$ cat src/rtl/contador_boton_param_pkg.sv
// Shared types and helpers for the parametrised button counter.
// Coding/policy selectors, ceil-log2 and binary-to-Gray conversion.
package contador_boton_param_pkg;

   localparam int COD_BIN  = 0;
   localparam int COD_GRAY = 1;
   localparam int POL_SAT  = 0;
   localparam int POL_WRAP = 1;

   // Widest count supported; bin2gray works on this width and callers truncate.
   localparam int NMAX = 16;

   function automatic int clog2(input int v);
      int r;
      r = 0;
      for (int x = v - 1; x > 0; x = x >> 1) begin
         r = r + 1;
      end
      return r;
   endfunction

   function automatic logic [NMAX-1:0] bin2gray(input logic [NMAX-1:0] b);
      return b ^ (b >> 1);
   endfunction

endpackage

$ cat src/rtl/contador_boton_param_antirrebote.sv
// Button front end: two-flop synchroniser, level debouncer and press detect.
// o_paso is high in the cycle whose rising edge makes the stable level go 0 -> 1.
module contador_boton_param_antirrebote
   import contador_boton_param_pkg::*;
#(
   parameter int DEB = 4
) (
   input  logic i_clk,
   input  logic i_reset,
   input  logic i_boton,
   output logic o_estable,
   output logic o_paso
);

   localparam int CW = clog2(DEB) + 1;
   localparam logic [CW-1:0] DEB_M1 = CW'(DEB - 1);

   logic          r_s1;
   logic          r_sync;
   logic          r_estable;
   logic [CW-1:0] r_cnt;
   logic          w_accept;

   // A changed level is accepted once it has been seen DEB consecutive cycles.
   assign w_accept = (r_sync != r_estable) && (r_cnt >= DEB_M1);

   always_ff @(posedge i_clk) begin
      if (i_reset) begin
         r_s1      <= 1'b0;
         r_sync    <= 1'b0;
         r_estable <= 1'b0;
         r_cnt     <= '0;
      end else begin
         r_s1   <= i_boton;
         r_sync <= r_s1;
         if (r_sync == r_estable) begin
            r_cnt <= '0;
         end else if (w_accept) begin
            r_estable <= r_sync;
            r_cnt     <= '0;
         end else begin
            r_cnt <= r_cnt + CW'(1);
         end
      end
   end

   assign o_estable = r_estable;
   assign o_paso    = w_accept && r_sync;

endmodule

$ cat src/rtl/contador_boton_param.sv
// Button-driven N-bit up/down counter, binary or Gray output, wrap or saturate.
// Each debounced press steps the count once; pulso/tc are registered one-cycle pulses.
module contador_boton_param
   import contador_boton_param_pkg::*;
#(
   parameter int N    = 3,
   parameter int MAX  = (1 << N) - 1,
   parameter int DEB  = 4,
   parameter int GRAY = COD_BIN,
   parameter int WRAP = POL_WRAP
) (
   input  logic         i_clk,
   input  logic         i_reset,
   input  logic         i_boton,
   input  logic         i_enable,
   input  logic         i_dir,
   input  logic         i_clear,
   output logic [N-1:0] o_q,
   output logic         o_pulso,
   output logic         o_tc
);

   localparam logic [N-1:0] MAX_B = N'(MAX);

   logic         w_estable;
   logic         w_paso;
   logic         w_press;
   logic [N-1:0] w_b_next;
   logic         w_tc_next;
   logic [N-1:0] r_b;
   logic         r_pulso;
   logic         r_tc;

   contador_boton_param_antirrebote #(
      .DEB(DEB)
   ) u_antirrebote (
      .i_clk    (i_clk),
      .i_reset  (i_reset),
      .i_boton  (i_boton),
      .o_estable(w_estable),
      .o_paso   (w_paso)
   );

   // A press can only be taken from the released state.
   assign w_press = w_paso && !w_estable;

   // Bounds are compared before stepping so MAX < 2**N-1 never overflows past MAX.
   always_comb begin
      w_b_next  = r_b;
      w_tc_next = 1'b0;
      if (i_clear) begin
         w_b_next = '0;
      end else if (w_press && i_enable) begin
         if (i_dir) begin
            if (r_b >= MAX_B) begin
               w_tc_next = 1'b1;
               w_b_next  = (WRAP == POL_WRAP) ? '0 : MAX_B;
            end else begin
               w_b_next = r_b + N'(1);
            end
         end else begin
            if (r_b == '0) begin
               w_tc_next = 1'b1;
               w_b_next  = (WRAP == POL_WRAP) ? MAX_B : '0;
            end else begin
               w_b_next = r_b - N'(1);
            end
         end
      end
   end

   always_ff @(posedge i_clk) begin
      if (i_reset) begin
         r_b     <= '0;
         r_pulso <= 1'b0;
         r_tc    <= 1'b0;
      end else begin
         r_b     <= w_b_next;
         r_pulso <= w_press;
         r_tc    <= w_tc_next;
      end
   end

   always_comb begin
      o_q = r_b;
      if (GRAY == COD_GRAY) begin
         o_q = N'(bin2gray(NMAX'(r_b)));
      end
   end

   assign o_pulso = r_pulso;
   assign o_tc    = r_tc;

endmodule

$ cat config.mk
export PLATFORM = sky130hd
export DESIGN_NAME = contador_boton_param
export DESIGN_NICKNAME = d
export VERILOG_FILES = /design/src/rtl/contador_boton_param_pkg.sv /design/src/rtl/contador_boton_param_antirrebote.sv /design/src/rtl/contador_boton_param.sv
export SDC_FILE = /design/constraint.sdc
export NUM_CORES = 1
export LEC_CHECK = 0
export ABC_AREA = 1
export BUFFER_PORTS_ARGS = -buffer_cell sky130_fd_sc_hd__buf_2
export CORE_AREA = 2 2 39 41
export CTS_CLUSTER_DIAMETER = 40
export DETAILED_ROUTE_END_ITERATION = 7
export DIE_AREA = 0 0 41 43
export MAX_ROUTING_LAYER = met4
export PLACE_DENSITY_LB_ADDON = 0.12
export SYNTH_ARGS = -nofsm -noshare
export SYNTH_HDL_FRONTEND = slang
export SYNTH_SLANG_ARGS = --single-unit
$ cat constraint.sdc
create_clock -name i_clk -period 1.7 [get_ports i_clk]
set_input_delay 0.085 -clock i_clk [delete_from_list [all_inputs] [get_ports i_clk]]
set_output_delay 0.085 -clock i_clk [all_outputs]
set_load 0.02 [all_outputs]
# Word level (Yosys, flattened, before mapping)
# Index checks and enable logic that the tools add are counted.
# word_totals
regBits	11
latchBits	0
ramBits	0
mem_bits_ro	0
input_bits	6
out_inout_bits	5
word_cells	32
mem_count	0
# op_classes
n_addsub	3
n_mul	0
div_mod_pow	0
order_cmp	2
eq_ne	2
shifts	0
n_mux	6
bitwise	2
reduce_logical	10
# op_table
operator	n
$mux W3	3
$add A3 B1 Y3 const B	2
$reduce_or A3 Y1	2
$logic_and A1 B1 Y1	4
$ge A3 B2 Y1 const B	1
$ge A3 B3 Y1 const B	1
$logic_not A3 Y1	1
$mux W1	3
$sub A3 B1 Y3 const B	1
$not A1 Y1	2
$reduce_and A2 Y1	1
$reduce_or A2 Y1	1
$eq A1 B1 Y1	1
$logic_not A1 Y1	1
$ne A1 B1 Y1	1

# Depth between registers and ports, before layout
# logic_depth
ltp_word	7
depth_mapped	8
mapped_depth_nobuf	8

# Hierarchy
# From an unflattened synthesis, not the netlist that was laid out.
# unflattened
cells_unflattened	82
area_unflattened_um2	579.3
# by_module_without_submodules
mod	n_inst	cells_per_inst	area_each_um2	seq_area_each_um2
contador_boton_param	1	50	325.3	100.1
contador_boton_param_antirrebote	1	32	254.0	120.1

# Worst setup path before layout
# OpenSTA, ideal clock, no wires.
# synth_timing
kind	flip-flop to flip-flop
start	register r_b[1] (netlist: o_q[1])
end	register r_b[2] (netlist: o_q[2])
setup_ns	0.113
t_arrival_ns	1.172
required_ns	1.587
path_slack_ns	0.415
path_stages_with_launch	9
n_path_buf	0
period_less_slack_ns	1.285
cell_sequence	dfxtp_1 ha_1 ha_1 nand2_1 inv_1 nand3_1 nand2_1 nor2_1 nor2_1
# synth_via
elab_chain_cells	3
word_cells_on_any_way	7
cone_classes	add/sub (2); order compare (1); mux (3); reduce/logical (1)
# synth_lines
item	line_no	text
start: declaration	contador_boton_param.sv:30	logic [N-1:0] r_b;
start signal: assignment	contador_boton_param.sv:78	r_b <= w_b_next;
$sub A3 B1 Y3, or another cell as far along	contador_boton_param.sv:66	w_b_next = r_b - N'(1);
$mux W3 (on tied branches)	contador_boton_param.sv:62, contador_boton_param.sv:55	
$mux W3 (*)	contador_boton_param.sv:54	if (i_dir) begin
# Mark *: on every way between the ends. The rest lies on a longest branch, timed or not.
# A chain may end at the register's enable or synchronous reset.

# Final worst setup path
# layout_timing
start	register u_antirrebote.r_cnt[0]
end	register u_antirrebote.r_cnt[2]
# layout_via
elab_chain_cells	3
word_cells_on_any_way	4
cone_classes	add/sub (1); order compare (1); reduce/logical (2)
# layout_lines
item	line_no	text
start: declaration	contador_boton_param_antirrebote.sv:21	logic [CW-1:0] r_cnt;
start signal: assignment	contador_boton_param_antirrebote.sv:42	r_cnt <= r_cnt + CW'(1);
$ge A3 B2 Y1	contador_boton_param_antirrebote.sv:25	assign w_accept = (r_sync != r_estable) && (r_cnt >= DEB_M1);
$logic_and A1 B1 Y1	contador_boton_param_antirrebote.sv:25	
$reduce_or A3 Y1 (no source line)	n/a	
# Several ways; a longest one is shown, not always the timed one.

==> metrics.cfg <==
[pwr]
p_per_area_nw_per_um2=690.8
peakVddDrop_v=0.0004374
leakage_uw=0.0003424

[clocking]
cts_tree=yes
cts-root-buf=clkbuf_4
cts_buffer_depth=2
cts_buffers=3
cts_resized=0
post_cts_buffers=0
clkSlewWorstSetupHoldPaths_ps=70
htree_levels=1
cts_sinks=11
clk_latency_ps=260
ctsHoldBuffers=0

[grt]
grt_start_max_net_pins=7
use_met3_pct=3.141
met2_usage_pct=19.69
antenna_found_initial=0
grt_pass1_vias=426
gr-total-overflow=0
grt_pass1_wl_mm=1.511
grt_use_met1_pct=14.80
grt_usage_pct=13.06
busiest_layer=met2

[logic_synthesis]
ys_ff_latch=11
synth_area_per_cell_sq_um=7.159
ys.warnings.count=0
synth_area_leaders=dfxtp_1 (39%), ha_1 (13%), nand2_1 (11%), inv_1 (10%), nor2_1 (9.3%)
synthCells=79
syn_area_sq_um=565.5
synth_top_area_share_pct=38.94
ys_types=15
yosysTopAreaCell=dfxtp_1
synth_fp_nets=91
ys_seq_area_share_pct=38.94

[floorplan]
die_height_um=43
rows=14
io_pins=11
initial_core_util_pct=40.87
die-area_sq_um=1763
die_x_um=41
core_sq_um=1384

[timing]
worst_slack_ps=387.0
fin_skew_ps=3.234
rsz0062_at_grt=no
finalSetupTns_ps=0
hold_viol_final=0
tightestPinTransition_ps=267.1
timing.fmax_ghz=0.7616
slew_violations=0
min_period_ps=1313
min_period_over_period_pct=77.24
slew_headroom_pct=82.11
setup_viol=0

[drt]
vias=488
drt_iter0_markers=8
firstDrtPassIters=4
routedWlPerCell_um=8.633
totalWireLength_um=941
detail-route-antenna-nets=0
drc_errors=0
viasPerCell=4.477

[setup_path]
crit_fanout=6
start_kind=flop
endpoint_kind=flop
required_ps=1910
cp.arrival_ps=1520
crit_type=reg -> reg

[finish]
drive_gt1_share_pct=18.28
antenna_cells=0
syn_to_final_growth_pct=17.04
num-nets-final=106
fin_area_sq_um=661.9

[placement]
gp_congestion=0.6765
dp_hpwl_um=737.9
port_buffers=10
pre_cts_ws_ps=401.4
placed_cell_area_sq_um=635.6

[worst_hold_path]
hp-class=in -> reg

[job]
maxCapViolCount=0

[outcome]
outcome=finished, final reports clean

## cell usage in the layout, fill, tap and decap left out
cell type / n
a21oi_1: 3
nand2_1: 17
o21ai_0: 2
dfxtp_1: 11
nand4_1: 2
inv_1: 15
inv_2: 1
nor2_4: 1
nor2_1: 14
clkbuf_4: 3
nand3_2: 1
nand3_1: 3
nor4_1: 1
buf_2: 10
nand2_2: 1
ha_1: 6
clkbuf_1: 1
o211ai_1: 1
## critical path, cell delays in order, from the launching register on
cell      delay [ps]
dfxtp_1          320
ha_1             200
ha_1             180
nor2_1           130
nand2_2          100
inv_1             80
o211ai_1         120
nor2_1           110
## layout make-up
type | instances | area [sq um]
inverter | 16 | 60.06
sequential | 11 | 220.2
fill | 153 | 721.9
tap | 16 | 20.02
timing repair buffer | 10 | 50.05
clock buffer | 4 | 26.28
multi-input combinational | 52 | 285.3
## cell families after synthesis
group / count (synthesis) / synth area share [%]
and+or+nand+nor: 40 / 31.42
buffers and inverters: 16 / 10.62
DFF: 11 / 38.94
AOI/OAI and AO/OA: 6 / 5.752
adders and majority gates: 6 / 13.27
## registers in the layout (all words and copies together) (netlist names)
signal	cells
u_antirrebote.o_estable	1
u_antirrebote.r_s1	1
u_antirrebote.r_sync	1
o_q	3
o_tc	1
o_pulso	1
u_antirrebote.r_cnt	3
## final timing paths
check	startpoint	endpoint	slack (ps)	depth (start not counted)
worst max-delay path	u_antirrebote.r_cnt[0]	u_antirrebote.r_cnt[2]	390	7
worst min-delay path	i_boton	u_antirrebote.r_s1	30	3
worst max register to register	u_antirrebote.r_cnt[0]	u_antirrebote.r_cnt[2]	390	7
worst min register to register	u_antirrebote.r_s1	u_antirrebote.r_sync	410	2
## where the power goes
part	internal [uW]	leakage (uW)	switching, uW
sequential	261	0.0000891	1.37
clock	90.8	0.0000150	81.3
combinational	8.99	0.000238	14.3
## metrics by stage
stage / hold slack (ps) / utilization (%) / total power [uW] / cells
2_1_floorplan: 156.2 / - / 280.0 / 79
3_3_place_gp: 292.7 / 45.93 / 291.4 / 105
3_5_place_dp: 304.8 / 45.93 / 291.3 / 105
4_1_cts: 20.11 / 47.83 / 466.1 / 109
5_1_grt: 39.09 / 47.83 / 486.0 / 109
6_report: 27.89 / 47.83 / 457.2 / 109
## routing by layer
metal	vias up	wire length [um]	share of wire, %
li1	271	-	-
met1	204	433	46
met4	0	16	1.7
met5	-	0	0
met3	2	44	4.7
met2	11	447	48
## Yosys cell counts, drive strengths merged
cell type and n:
nand2 18, inv 16, nor2 15, dfxtp 11, ha 6, nand3 4
a21oi 3, nand4 2, o21ai 2, nor4 1, o211ai 1
(Power assumes the default switching activity.)
